===== src/rtl/tdm_demux_1_to_4.sv =====
// Receive side of the 4-lane TDM link: tracks slot position from frame_start,
// rebuilds each 4-slot frame and hands it downstream with valid/ready.
module tdm_demux_1_to_4 #(
   parameter int WIDTH = 1
) (
   input  logic             clk,
   input  logic             rst,
   input  logic [WIDTH-1:0] data_in,
   input  logic             in_valid,
   input  logic             frame_start,
   output logic             s0,
   output logic             s1,
   output logic [WIDTH-1:0] out_a,
   output logic [WIDTH-1:0] out_b,
   output logic [WIDTH-1:0] out_c,
   output logic [WIDTH-1:0] out_d,
   output logic             out_valid,
   input  logic             out_ready,
   output logic             sync_err,
   output logic             overrun
);

   typedef enum logic {IDLE, COLLECT} state_t;

   state_t           state, state_nxt;
   logic [1:0]       slot, slot_nxt;
   logic [WIDTH-1:0] stage_a, stage_b, stage_c;
   logic [WIDTH-1:0] stage_a_nxt, stage_b_nxt, stage_c_nxt;
   logic [WIDTH-1:0] out_a_nxt, out_b_nxt, out_c_nxt, out_d_nxt;
   logic             out_valid_nxt, sync_err_nxt, overrun_nxt;

   assign s0 = slot[1];
   assign s1 = slot[0];

   always_ff @(posedge clk or posedge rst) begin
      if (rst) begin
         state     <= IDLE;
         slot      <= 2'b00;
         stage_a   <= '0;
         stage_b   <= '0;
         stage_c   <= '0;
         out_a     <= '0;
         out_b     <= '0;
         out_c     <= '0;
         out_d     <= '0;
         out_valid <= 1'b0;
         sync_err  <= 1'b0;
         overrun   <= 1'b0;
      end else begin
         state     <= state_nxt;
         slot      <= slot_nxt;
         stage_a   <= stage_a_nxt;
         stage_b   <= stage_b_nxt;
         stage_c   <= stage_c_nxt;
         out_a     <= out_a_nxt;
         out_b     <= out_b_nxt;
         out_c     <= out_c_nxt;
         out_d     <= out_d_nxt;
         out_valid <= out_valid_nxt;
         sync_err  <= sync_err_nxt;
         overrun   <= overrun_nxt;
      end
   end

   always_comb begin
      state_nxt     = state;
      slot_nxt      = slot;
      stage_a_nxt   = stage_a;
      stage_b_nxt   = stage_b;
      stage_c_nxt   = stage_c;
      out_a_nxt     = out_a;
      out_b_nxt     = out_b;
      out_c_nxt     = out_c;
      out_d_nxt     = out_d;
      out_valid_nxt = out_valid;
      sync_err_nxt  = 1'b0;
      overrun_nxt   = 1'b0;

      if (out_valid && out_ready)
         out_valid_nxt = 1'b0;

      if (in_valid) begin
         case (state)
            IDLE: begin
               if (frame_start) begin
                  stage_a_nxt = data_in;
                  slot_nxt    = 2'b01;
                  state_nxt   = COLLECT;
               end
            end
            COLLECT: begin
               if (frame_start) begin
                  // Restart on the new marker; the partial frame is simply overwritten.
                  sync_err_nxt = 1'b1;
                  stage_a_nxt  = data_in;
                  slot_nxt     = 2'b01;
               end else begin
                  case (slot)
                     2'b01: begin
                        stage_b_nxt = data_in;
                        slot_nxt    = 2'b10;
                     end
                     2'b10: begin
                        stage_c_nxt = data_in;
                        slot_nxt    = 2'b11;
                     end
                     2'b11: begin
                        slot_nxt  = 2'b00;
                        state_nxt = IDLE;
                        // Output slot is free if empty or being drained this cycle.
                        if (!out_valid || out_ready) begin
                           out_a_nxt     = stage_a;
                           out_b_nxt     = stage_b;
                           out_c_nxt     = stage_c;
                           out_d_nxt     = data_in;
                           out_valid_nxt = 1'b1;
                        end else begin
                           overrun_nxt = 1'b1;
                        end
                     end
                     default: begin
                        slot_nxt = slot;
                     end
                  endcase
               end
            end
            default: state_nxt = IDLE;
         endcase
      end
   end

endmodule

===== config.mk =====
export PLATFORM = sky130hd
export DESIGN_NAME = tdm_demux_1_to_4
export DESIGN_NICKNAME = d
export VERILOG_FILES = /design/src/rtl/tdm_demux_1_to_4.sv
export SDC_FILE = /design/constraint.sdc
export NUM_CORES = 1
export LEC_CHECK = 0
export ABC_AREA = 1
export BUFFER_PORTS_ARGS = -buffer_cell sky130_fd_sc_hd__buf_2
export CORE_MARGIN = 4
export CORE_UTILIZATION = 30
export CTS_CLUSTER_SIZE = 10
export DETAILED_ROUTE_END_ITERATION = 12
export GPL_TIMING_DRIVEN = 1
export SYNTH_ARGS = -nofsm -noshare
export SYNTH_HDL_FRONTEND = slang
export SYNTH_SLANG_ARGS = --single-unit

===== constraint.sdc =====
create_clock -name clk -period 1 [get_ports clk]
set_input_delay 0.1 -clock clk [delete_from_list [all_inputs] [get_ports clk]]
set_output_delay 0.1 -clock clk [all_outputs]
set_load 0.02 [all_outputs]

* After elaboration in Yosys (flattened, before gate mapping)
Cells that the tools add are included.
** Word-level totals
- Flip-flop bits (word level) :: 13
** Cells by class
- Eq/ne operators :: 5
- Multiplexer cells :: 22
- Bitwise operators :: 2
- Reductions and logical operators :: 8
** Operators by type and width (count)
- 2-to-1 mux 1 bit :: 17
- AND reduction 4 bit :: 2
- case mux 2 bit (3 select lines) :: 1
- inequality test 5 x 2 -> 1 bit, second input constant :: 1
- AND reduction 5 bit :: 1
- == test 2 bit, second input constant :: 2
- 2-to-1 mux 2 bit :: 2
- case mux 2 bit (2 select lines) :: 1
- AND reduction 3 bit :: 1
- == test 2 x 1 -> 1 bit, second input constant :: 1
- inequality test 2 bit, second input constant :: 1
- NOT 1 bit :: 2
- case mux 1 bit (2 select lines) :: 1
- AND reduction 2 bit :: 1
- logical AND 1 bit :: 1
- logical NOT 1 bit :: 1
- logical OR 1 bit :: 1

* Depth between registers and ports, before layout
- Depth in word-level cells :: 7
- Gate-level depth with buffers :: 5

* Least setup slack after synthesis
Ideal clock, no wire load.
- Path kind :: register to register
- From :: register slot[1]
- To :: register out_a
- Library setup time :: 0.118 ns
- Data arrival time :: 0.969 ns
- Required time :: 0.882 ns
- Path slack :: -0.087 ns
- Stages on the path, launching flop included :: 6
- Path buffers :: 0
- Clock period less this slack :: 1.087 ns
- Path through :: dfrtp_1 > nand2_2 > nor2_8 > nand3_4 > nand2_1 > nand2_1
** Between the ends
- Cells in the longest elaborated chain, start to end :: 2
** RTL lines
- from (decl) :: RTL line 26 : logic [1:0] slot, slot_nxt;
- from (signal assigned) :: RTL line 51 : slot <= slot_nxt;
- == test 2 bit :: RTL line 98 : case (slot)
- AND reduction 5 bit (no line)
- to (signal assigned) :: RTL line 55 : out_a <= out_a_nxt;
- to (decl) :: RTL line 13 : output logic [WIDTH-1:0] out_a,
Every way passes these cells.
A chain may end at the register's enable or synchronous reset.

* Final worst setup path
- From :: register slot[0]
- To :: register slot[0]
** Between the ends
- Cells in the longest elaborated chain, start to end :: 4
** RTL lines
- == test 2 bit or == test 2 x 1 -> 1 bit (tied branches) :: RTL line 98
- case mux 2 bit (3 select lines) :: RTL line 98
- 2-to-1 mux 2 bit :: RTL line 92 : if (frame_start) begin
- case mux 2 bit (2 select lines) :: RTL line 83 : case (state)
Parallel ways exist; a longest one is shown, timed or not.

==> impl_metrics.csv <==
group,metric,value,unit
worst_setup_path,critical_path.max_fanout,4,
layout,design_area,806,sq um
grt,grt_start_max_net_pins,14,
worst_setup_path,timing.critical_path.from_type,"flop",
worst_setup_path,r2r_cells,6,
layout,mostFrequentLayoutCell,"sky130_fd_sc_hd__nand2_1",
synth,synthDominantCellAreaShare,0.519,
grt,global_route.usage.total,0.0966,
worst_setup_path,cp-end-kind,"flop",
grt,grt_pass1_wl,1930,microns
detailed_routing,detailedRoute.firstPassIterationCount,4,
floorplan,io-pin-count,15,
timing,worst_hold_slack,108,ps
floorplan,die-width,53.7,microns
worst_hold_path,worst_hold_startpoint,"data_in",
floorplan,die-height,53.7,microns
floorplan,floorplan.initialDensity,0.316,
clock_network,clkSinkCount,13,
synth,synth.ff_latch_count,13,
floorplan,floorplan.die_area,2880,sq um
timing,timing_hold_violations_final,0,
timing,finalSetupViolCount,4,
timing,fmax,973,MHz
timing,rsz0062_at_grt,"yes",
clock_network,clk_transition_reported_paths,70,ps
clock_network,cts_made_buffers,3,
run_status,failed_checks,"negative setup slack",
run_status,outcome,"complete, but fails checks",
clock_network,cts.root.buffer_cell,"sky130_fd_sc_hd__clkbuf_4",
grt,grt_antenna_before_repair,0,
synth,synth_seq_area_share,0.519,
worst_setup_path,worst_ep_required_time,1210,ps
synth,netlist_area,627,sq um
worst_setup_path,r2r-end,"slot[0]",
synth,count_of_mapped_cells_out_of_synthesis,72,
run,maxCapViolCount,0,
worst_setup_path,cp.arrival,1240,ps
timing,time_the_final_worst_path_needs_with_i_o_delays_and_setup,1030,ps
clock_network,tritoncts,"built",
timing,final_min_period_over_clock_period,1.03,
floorplan,std_cell_rows,16,
clock_network,clk-insertion-delay-late,270,ps
synth,yosysUniqueCellTypes,13,
layout,layout-area-overhead-vs-synth,28.5,%
layout,diodes,0,
grt,number_of_global_route_vias_before_repair,444,
placement,portBuffers,14,
detailed_routing,routed_wl,1190,microns
worst_hold_path,whs_endpoint,"stage_a",
placement,dp_hpwl,870,microns
clock_network,cts.path.max_buffers,2,
timing,setup_ws,-27.9,ps
synth,synthesis.nets,78,
detailed_routing,drc,0,
worst_hold_path,min_path_cells,3,
detailed_routing,avgRoutedWirePerCell,9.93,microns
timing,max_slew_headroom,0.668,
timing,slew_viol_final,0,
power_and_ir_drop,ir_drop,1260,uV
worst_setup_path,timing.rr.start,"slot[0]",
placement,routabilityCongestion,0.822,
worst_hold_path,hp-class,"input pin to flop",
detailed_routing,vias_per_cell,4.30,
power_and_ir_drop,power_density_relative_to_cell_area,2660,nW/um^2
layout,final_net_count,100,
worst_setup_path,worst-r2r-setup-slack,-30,ps
worst_setup_path,critical_path_class,"flop to flop",
clock_network,htreeDepth,1,
timing,tightestPinTransition,498,ps
layout,postLayoutCoreUtil,0.407,
placement,placed_standard_cell_area,733,sq um
floorplan,coreArea,1980,sq um
synth,synth.avg_cell_area,8.71,sq um
synth,synth_area_leader_cell,"sky130_fd_sc_hd__dfrtp_1",
layout,commonest_cells_after_routing_fill_and_taps_aside,"sky130_fd_sc_hd__nand2_1, sky130_fd_sc_hd__buf_2, sky130_fd_sc_hd__dfrtp_1",
timing,skew,0.624,ps
grt,globalRoute.totalOverflow,0,
detailed_routing,num_vias,516,
layout,post_route_cells_drive_above_1_share,0.376,
synth,synth_warnings,0,
synth,synth_area_leaders,"sky130_fd_sc_hd__dfrtp_1, sky130_fd_sc_hd__nand2_1, sky130_fd_sc_hd__nor2_8, sky130_fd_sc_hd__nand4_1, sky130_fd_sc_hd__nand3_1",
power_and_ir_drop,cellLeakagePower,0.000454,uW
detailed_routing,drt_iter0_drc,21,
detailed_routing,drt.antenna.violating_nets,0,
[cell type report]
type	instances	area [sq um]
clock buffer	4	26.3
fill	213	1180
inverter	9	33.8
multi-input combinational	50	285
sequential	13	329
tap	27	33.8
timing repair buffer	17	97.6
[state kept, by name, indices dropped and copies added (netlist names)]
signal	flops
overrun	1
stage_c	1
out_valid	1
sync_err	1
state	1
stage_a	1
out_b	1
slot	2
out_c	1
out_a	1
stage_b	1
out_d	1
[cell usage after synthesis, drive strengths merged]
cell	number
nand2	29
dfrtp	13
inv	9
nand3	7
nor2	7
nand4	6
o21ai	1
[metal layers]
| metal | vias up | global-route usage | part of all wire |
|---|---|---|---|
| met5 | - | 0 | 0 |
| met4 | 0 | 0.0638 | 0.021 |
| met3 | 3 | 0.0332 | 0.077 |
| met2 | 16 | 0.137 | 0.43 |
| met1 | 228 | 0.122 | 0.47 |
| li1 | 269 | - | - |
[worst max path at each step]
stage | start | endpoint | slack (ps)
after CTS | slot[0] | s1 | -10
after global routing | slot[1] | out_c | -100
after detailed placement | state | out_c | 4
after global placement | slot[0] | out_b | 10
final | slot[0] | slot[0] | -30
after floorplan | slot[1] | out_a | 9
[critical path: stages, from the launching register on]
cell,delay [ps]
sky130_fd_sc_hd__dfrtp_2,450
sky130_fd_sc_hd__buf_4,170
sky130_fd_sc_hd__nand2_2,80
sky130_fd_sc_hd__nand3_2,90
sky130_fd_sc_hd__nand2_1,90
sky130_fd_sc_hd__nand2_1,50
sky130_fd_sc_hd__nand2_1,50
[metrics by stage]
step / total power [uW] / setup WS (ps) / cells / TNS [ps]
3_5_place_dp: 1680 / 4.06 / 113 / 0
5_1_grt: 2330 / -95.0 / 120 / -682
6_report: 2150 / -27.9 / 120 / -62.3
2_1_floorplan: 1440 / 8.90 / 72 / 0
3_3_place_gp: 1680 / 13.0 / 113 / 0
4_1_cts: 2020 / -10.7 / 118 / -21.3
[power breakdown]
group / internal [uW] / total, uW / switching (uW) / leakage [uW]
Combinational: 349 / 940 / 591 / 0.000277
Clock: 155 / 316 / 161 / 0.0000150
Sequential: 722 / 890 / 168 / 0.000162
[what timing repair did]
action / CTS / global route
hold buffers: 1 / 0
setup endpoints to repair: 3 / 10
resized for setup: 1 / 7
buffers inserted: 0 / 2
endpoints found under the hold margin: 13 / 0
pin swaps: 0 / 2
[kinds of logic after synthesis]
| group | synth area share |
|---|---|
| buffers and inverters | 0.0539 |
| AND/OR/NAND/NOR | 0.419 |
| AO/OA/AOI/OAI | 0.00798 |
| flip-flops | 0.519 |
Note: power is estimated with default switching activity, not from simulation.
